### src/rtl/wb_initiator.sv
// wb_initiator: single-outstanding Wishbone classic initiator.
// Accepts one command on a valid/ready request port, runs exactly one
// Wishbone cycle, then presents the result on a valid/ready response port.
// A bus cycle that sees neither ack nor err within TIMEOUT cycles is aborted
// and reported as an error.
module wb_initiator #(
   parameter int unsigned TIMEOUT = 16
) (
   input  logic        clk_i,
   input  logic        rst_i,
   input  logic        req_valid_i,
   output logic        req_ready_o,
   input  logic [31:0] req_addr_i,
   input  logic [31:0] req_data_i,
   input  logic [3:0]  req_sel_i,
   input  logic        req_we_i,
   output logic        rsp_valid_o,
   input  logic        rsp_ready_i,
   output logic [31:0] rsp_data_o,
   output logic        rsp_err_o,
   output logic [31:0] wbm_addr_o,
   output logic [31:0] wbm_dat_o,
   output logic [3:0]  wbm_sel_o,
   output logic        wbm_cyc_o,
   output logic        wbm_stb_o,
   output logic        wbm_we_o,
   input  logic [31:0] wbm_dat_i,
   input  logic        wbm_ack_i,
   input  logic        wbm_err_i
);

   typedef enum logic [1:0] {
      S_IDLE = 2'd0,
      S_BUS  = 2'd1,
      S_RESP = 2'd2
   } state_t;

   // Last wait-count value at which the bus cycle may still complete.
   localparam logic [7:0] CNT_LAST = 8'(TIMEOUT - 1);

   state_t      state_q, state_d;
   logic [7:0]  cnt_q, cnt_d;
   logic        req_ready_q, req_ready_d;
   logic        rsp_valid_q, rsp_valid_d;
   logic [31:0] rsp_data_q, rsp_data_d;
   logic        rsp_err_q, rsp_err_d;
   logic [31:0] wbm_addr_q, wbm_addr_d;
   logic [31:0] wbm_dat_q, wbm_dat_d;
   logic [3:0]  wbm_sel_q, wbm_sel_d;
   logic        wbm_we_q, wbm_we_d;
   logic        wbm_cyc_q, wbm_cyc_d;

   logic        bus_done;
   logic        bus_ok;

   // The Wishbone output registers double as the latched command, so they
   // only carry non-zero values while a bus cycle is in progress.
   always_comb begin
      state_d     = state_q;
      cnt_d       = cnt_q;
      req_ready_d = req_ready_q;
      rsp_valid_d = rsp_valid_q;
      rsp_data_d  = rsp_data_q;
      rsp_err_d   = rsp_err_q;
      wbm_addr_d  = wbm_addr_q;
      wbm_dat_d   = wbm_dat_q;
      wbm_sel_d   = wbm_sel_q;
      wbm_we_d    = wbm_we_q;
      wbm_cyc_d   = wbm_cyc_q;

      // Error wins over a simultaneous ack; timeout counts as an error.
      bus_done = wbm_ack_i || wbm_err_i || (cnt_q == CNT_LAST);
      bus_ok   = wbm_ack_i && !wbm_err_i;

      case (state_q)
         S_IDLE: begin
            if (req_valid_i) begin
               state_d     = S_BUS;
               cnt_d       = 8'd0;
               req_ready_d = 1'b0;
               wbm_cyc_d   = 1'b1;
               wbm_addr_d  = req_addr_i & 32'hFFFF_FFFC;
               wbm_dat_d   = req_data_i;
               wbm_sel_d   = req_sel_i;
               wbm_we_d    = req_we_i;
            end
         end
         S_BUS: begin
            if (bus_done) begin
               state_d     = S_RESP;
               rsp_valid_d = 1'b1;
               rsp_err_d   = !bus_ok;
               rsp_data_d  = (bus_ok && !wbm_we_q) ? wbm_dat_i : 32'h0;
               wbm_cyc_d   = 1'b0;
               wbm_addr_d  = 32'h0;
               wbm_dat_d   = 32'h0;
               wbm_sel_d   = 4'h0;
               wbm_we_d    = 1'b0;
            end else begin
               cnt_d = cnt_q + 8'd1;
            end
         end
         S_RESP: begin
            if (rsp_ready_i) begin
               state_d     = S_IDLE;
               rsp_valid_d = 1'b0;
               rsp_data_d  = 32'h0;
               rsp_err_d   = 1'b0;
               req_ready_d = 1'b1;
            end
         end
         default: begin
            state_d     = S_IDLE;
            req_ready_d = 1'b1;
            rsp_valid_d = 1'b0;
            wbm_cyc_d   = 1'b0;
         end
      endcase
   end

   // State and registered outputs; reset abandons any transaction in flight.
   always_ff @(posedge clk_i) begin
      if (rst_i) begin
         state_q     <= S_IDLE;
         cnt_q       <= 8'd0;
         req_ready_q <= 1'b1;
         rsp_valid_q <= 1'b0;
         rsp_data_q  <= 32'h0;
         rsp_err_q   <= 1'b0;
         wbm_addr_q  <= 32'h0;
         wbm_dat_q   <= 32'h0;
         wbm_sel_q   <= 4'h0;
         wbm_we_q    <= 1'b0;
         wbm_cyc_q   <= 1'b0;
      end else begin
         state_q     <= state_d;
         cnt_q       <= cnt_d;
         req_ready_q <= req_ready_d;
         rsp_valid_q <= rsp_valid_d;
         rsp_data_q  <= rsp_data_d;
         rsp_err_q   <= rsp_err_d;
         wbm_addr_q  <= wbm_addr_d;
         wbm_dat_q   <= wbm_dat_d;
         wbm_sel_q   <= wbm_sel_d;
         wbm_we_q    <= wbm_we_d;
         wbm_cyc_q   <= wbm_cyc_d;
      end
   end

   assign req_ready_o = req_ready_q;
   assign rsp_valid_o = rsp_valid_q;
   assign rsp_data_o  = rsp_data_q;
   assign rsp_err_o   = rsp_err_q;
   assign wbm_addr_o  = wbm_addr_q;
   assign wbm_dat_o   = wbm_dat_q;
   assign wbm_sel_o   = wbm_sel_q;
   assign wbm_we_o    = wbm_we_q;
   assign wbm_cyc_o   = wbm_cyc_q;
   assign wbm_stb_o   = wbm_cyc_q;

endmodule

### config.mk
export PLATFORM = sky130hd
export DESIGN_NAME = wb_initiator
export DESIGN_NICKNAME = d
export VERILOG_FILES = /design/src/rtl/wb_initiator.sv
export SDC_FILE = /design/constraint.sdc
export NUM_CORES = 1
export LEC_CHECK = 0
export CAP_MARGIN = 30
export CORE_MARGIN = 2
export CORE_UTILIZATION = 35
export DETAILED_ROUTE_END_ITERATION = 10
export GPL_TIMING_DRIVEN = 0
export PLACE_DENSITY_LB_ADDON = 0.1
export REMOVE_ABC_BUFFERS = 1
export SLEW_MARGIN = 30
export SYNTH_ARGS = -nofsm -noshare
export SYNTH_HDL_FRONTEND = slang
export SYNTH_SLANG_ARGS = --single-unit
export TNS_END_PERCENT = 100
### constraint.sdc
create_clock -name clk_i -period 1.5 [get_ports clk_i]
set_input_delay 0.3 -clock clk_i [delete_from_list [all_inputs] [get_ports clk_i]]
set_output_delay 0.3 -clock clk_i [all_outputs]
set_load 0.02 [all_outputs]
Word-level counts from Yosys, hierarchy flattened
Index checks and enable logic that the tools add are counted.
Widths: inputs -> output; s select.

operators by class
  $add $sub $neg = 1
  muxes and demuxes = 32
  bitwise gates (word level) = 3
  eq/ne operators = 7
  reduce and logical (&&, ||, !) cells = 17

operators with widths
  kind                 number
  $mux 32              6
  $pmux 32 s2          3
  $reduce_and 3->1     7
  $mux 8               2
  $pmux 8 s2           1
  $pmux 1 s3           3
  $add 8x1->8 const B  1
  $eq 8x4->1 const B   1
  $mux 1               8
  $mux 4               2
  $ne 2x2->1 const B   4
  $pmux 4 s2           1
  $mux 2               3
  $pmux 2 s3           1
  $pmux 1 s2           2
  $reduce_bool 2->1    2
  $logic_not 1->1      3
  $not 1->1            3
  $eq 2x1->1 const B   1
  $eq 2x2->1 const B   1
  $logic_and 1x1->1    2
  $logic_not 2->1      1
  $logic_or 1x1->1     2

word-level totals
  flip-flop bits (word level) = 115
  word-level logic and storage cells = 71
  bits of input ports = 107
  output and inout bits = 106

Depth between registers and ports, before layout
  depth in word-level cells = 6
  depth in mapped cells = 7
  depth with buffers taken out = 5

Worst setup path after synthesis
OpenSTA, ideal clock, no wires.

  path kind = register to register
  from = register cnt_q[0]
  to = register rsp_data_q[12], in the netlist rsp_data_o[12]
  clock period less this slack = 1661 ps
  data arrival time = 1593 ps
  path buffers = 2
  slack = -161 ps
  data required time = 1431 ps
  library setup time = 69 ps
  stages on the path, launching flop included = 8
  cell sequence = dfxtp_1 -> ha_1 -> and3_1 -> a211oi_2 -> buf_2 -> buf_2 -> o211ai_1 -> o21ai_1

between the ends
  word-level cells in the longest chain between the ends = 4

ends and longest elaborated chain
  item                               line  source
  start, declared                    42    logic [7:0] cnt_q, cnt_d;
  start signal, assigned             137   cnt_q <= cnt_d;
  $eq 8x4->1                         72    bus_done = wbm_ack_i || wbm_err_i || (cnt_q == CNT_LAST);
  $logic_or 1x1->1                   72
  $ne 2x2->1 (no source line)        n/a
  $reduce_and 3->1 (no source line)  n/a
  end signal, assigned               140   rsp_data_q <= rsp_data_d;
  end, declared                      45    logic [31:0] rsp_data_q, rsp_data_d;

No other way between the ends.
A chain may end at the register's enable or synchronous reset.

Final worst setup path
  from = register cnt_q[1]
  to = register wbm_addr_q[8], in the netlist wbm_addr_o[8]

between the ends
  word-level cells in the longest chain between the ends = 4

ends and longest elaborated chain
  item                               line  source
  $eq 8x4->1                         72
  $logic_or 1x1->1                   72
  $ne 2x2->1 (no source line)        n/a
  $reduce_and 3->1 (no source line)  n/a
  end signal, assigned               142   wbm_addr_q <= wbm_addr_d;
  end, declared                      47    logic [31:0] wbm_addr_q, wbm_addr_d;

No other way between the ends.

==> impl_metrics.py <==
metrics = {
    "outcome": {
        "status": "finished, violations left",
        "violations": "setup timing",
    },
    "timing": {
        "relSlewSlack_pct": 58.5,
        "drv_slew": 0,
        "period_share_pct": 119,
        "worst_pin_slew_ps": 622,
        "fmax_ghz": 0.562,
        "fin_setup_tns_ps": -21530,
        "holdWs_ps": 435,
        "fin_ws_ps": -279,
        "min_period_ps": 1780,
        "skew_ps": 6.39,
        "rsz0062_at_grt": "true",
        "hold_viol_final": 0,
        "setup-violations-final": 109,
    },
    "clocking": {
        "cts_tree": "yes",
        "clockBufferDepth": 2,
        "root_buffer": "clkbuf_16",
        "numCtsBuffers": 17,
        "cts_max_level": 4,
        "path_clk_slew_ps": 50,
        "clkSinkCount": 113,
        "insertion_delay_ps": 410,
    },
    "floorplanning": {
        "dieWidth_um": 114,
        "coreArea_mm2": 0.0119,
        "die_area_mm2": 0.0130,
        "rows": 40,
        "chipHeight_um": 114,
        "io-pin-count": 213,
        "start_util_pct": 35.7,
    },
    "yosys": {
        "ys_seq_area_share_pct": 53.2,
        "syn_area_mm2": 0.00425,
        "synth_top_area_share_pct": 53.2,
        "async_flop_share_pct": 0,
        "ys_warn_count": 0,
        "synth-edff-count": 0,
        "yosysUniqueCellTypes": 36,
        "synth_top_cell_by_area": "dfxtp_1",
        "synth_seq_cells": 113,
        "synth-main-ff-cell": "dfxtp_1",
        "synthTopCellsByArea": "dfxtp_1 53%, nand2_1 15%, a21oi_1 8.4%",
        "synthCells": 525,
        "avgSynthCellArea_um2": 8.10,
    },
    "place": {
        "port_buffers": 208,
        "dpl-instance-area_mm2": 0.00650,
        "hpwl_um": 9310,
        "gp_congestion": 0.795,
        "dp_slack_ps": -1160,
    },
    "run": {
        "maxCapViolCount": 0,
    },
    "grt": {
        "antenna_found_initial": 0,
        "grt_max_degree": 52,
        "grt.total_usage_pct": 25.0,
        "first_global_vias": 4642,
        "grt_pass1_wl_um": 24800,
        "grt_overflow_total": 0,
    },
    "setup_path": {
        "reg2regPathDepth": 8,
        "path_cells": "ha_4 -> and3_4 -> a211oi_4 -> buf_6 -> o21bai_4 -> clkbuf_16 -> clkbuf_16 -> a21oi_2",
        "crit_family": "buffers and inverters",
        "slowest_stage": "dfxtp_2",
        "critPathLaunch": "cnt_q[1]",
        "setup.worst_path.end": "wbm_addr_o[8]",
        "cp.required_ps": 1840,
        "r2r-start": "cnt_q[1]",
        "worst-path-buf-inv": 3,
        "cpMostUsedCell": "clkbuf_16",
        "worstReg2RegEnd": "wbm_addr_o[8]",
        "worst-path-stages": 8,
        "crit_type": "reg -> reg",
        "r2r_slack_ps": -280,
        "cp-start-kind": "flip-flop",
        "critical-path-max-stage-delay_ps": 330,
        "critical_path_arrival_ps": 2120,
        "end_kind": "flip-flop",
        "crit_fanout": 7,
    },
    "layout": {
        "area_growth_pct": 85.8,
        "stdcell_area_mm2": 0.00790,
        "drive_gt1_share_pct": 23.3,
        "most-common-layout-cells": "169 x nand2_1, 107 x dfxtp_1, 105 x dlygate4sd2_1",
        "fin_nets": 864,
        "final_common_cell": "nand2_1",
        "antennaDiodeCount": 0,
    },
    "route": {
        "viasPerCell": 5.23,
        "antenna_left": 0,
        "dr.pass1.iters": 5,
        "num_vias": 4792,
        "routedWlPerCell_um": 18.2,
        "wirelength_um": 16700,
        "drc": 0,
        "first_iter_violations": 268,
    },
    "min_path": {
        "holdCritPathClass": "in -> reg",
    },
    "power_and_ir_drop": {
        "vdd_ir_drop_max_v": 0.000814,
        "p_per_area_mw_per_mm2": 1090,
        "leakage_uw": 0.00329,
    },
}
-- worst register-to-register path, delay by kind of cell (launching register included) --
family / cells / cell delay, ps
DFF: 1 / 330
AOI/OAI and AO/OA: 3 / 490
adders and majority gates: 1 / 160
buffers and inverters: 3 / 550
and+or+nand+nor: 1 / 190
-- cell usage after synthesis (2+ instances only) --
cell	number
o211ai_1	32
dfxtp_1	113
nand3_1	5
buf_2	12
nand2b_1	6
nor2_1	6
inv_1	2
or3_1	2
nand2_1	169
a21oi_1	71
buf_4	6
and3_1	5
buf_1	2
o21ai_0	5
o21ai_1	30
clkbuf_1	27
a31oi_1	13
-- layout make-up --
cell class | instances | area, um2
Multi-Input combinational cell | 370 | 2270
Sequential cell | 113 | 2270
Fill cell | 1018 | 4010
Tap cell | 147 | 184
Timing Repair Buffer | 251 | 2610
Inverter | 3 | 15.0
Clock inverter | 5 | 25.0
Clock buffer | 27 | 523
-- metal layers --
metal	wire, um	track usage (%)
met1	7200	31.0
met3	1000	8.42
met2	8190	41.2
met5	0	0
met4	269	7.56
-- what timing repair did --
| action | 4_1_cts | 5_1_grt |
|---|---|---|
| gates cloned | 14 | 2 |
| pin swaps | 16 | 14 |
| hold buffers | 0 | 0 |
| endpoints found under the setup margin | 216 | 111 |
| setup buffers | 20 | 9 |
| resized for setup | 186 | 50 |
-- worst min-delay path by stage --
stage | slack, ps | from | to | depth (start not counted)
finish | 440 | wbm_dat_i[25] | rsp_data_o[25] | 3
global placement | 440 | wbm_addr_o[31] | wbm_addr_o[31] | 2
global route | 430 | wbm_dat_i[24] | rsp_data_o[24] | 3
floorplan | 370 | rst_i | cnt_q[0] | 1
detailed placement | 450 | wbm_dat_o[16] | wbm_dat_o[16] | 2
CTS | 420 | req_addr_i[30] | wbm_addr_o[30] | 3
-- logic make-up after synthesis --
logic type               share of synthesized area [%]
other                                           0.0882
AO/OA/AOI/OAI                                     21.9
buffers and inverters                             5.30
AND/OR/NAND/NOR                                   19.2
flip-flops                                        53.2
adder cells (fa/ha/maj)                          0.294
-- where the power goes --
| part | switching (uW) | leakage [uW] | internal (uW) |
|---|---|---|---|
| logic | 889 | 0.00209 | 768 |
| registers | 83.3 | 0.000924 | 3160 |
| clock network | 1330 | 0.000277 | 2360 |
| total | 2300 | 0.00329 | 6280 |
-- registers in the layout, indices dropped and copies added (netlist names) --
signal       count
req_ready_o      1
wbm_dat_o       32
cnt_q            8
wbm_sel_o        4
wbm_cyc_o        1
rsp_valid_o      1
rsp_data_o      32
wbm_we_o         1
rsp_err_o        1
wbm_addr_o      30
state_q          2
-- stage by stage --
| step | utilization (%) | power [uW] | cells |
|---|---|---|---|
| floorplan | - | 3850 | 479 |
| global placement | 53.0 | 4560 | 834 |
| detailed placement | 54.6 | 4650 | 841 |
| CTS | 63.7 | 8500 | 907 |
| global route | 66.3 | 8910 | 916 |
| finish | 66.3 | 8580 | 916 |
(Power assumes the default switching activity.)
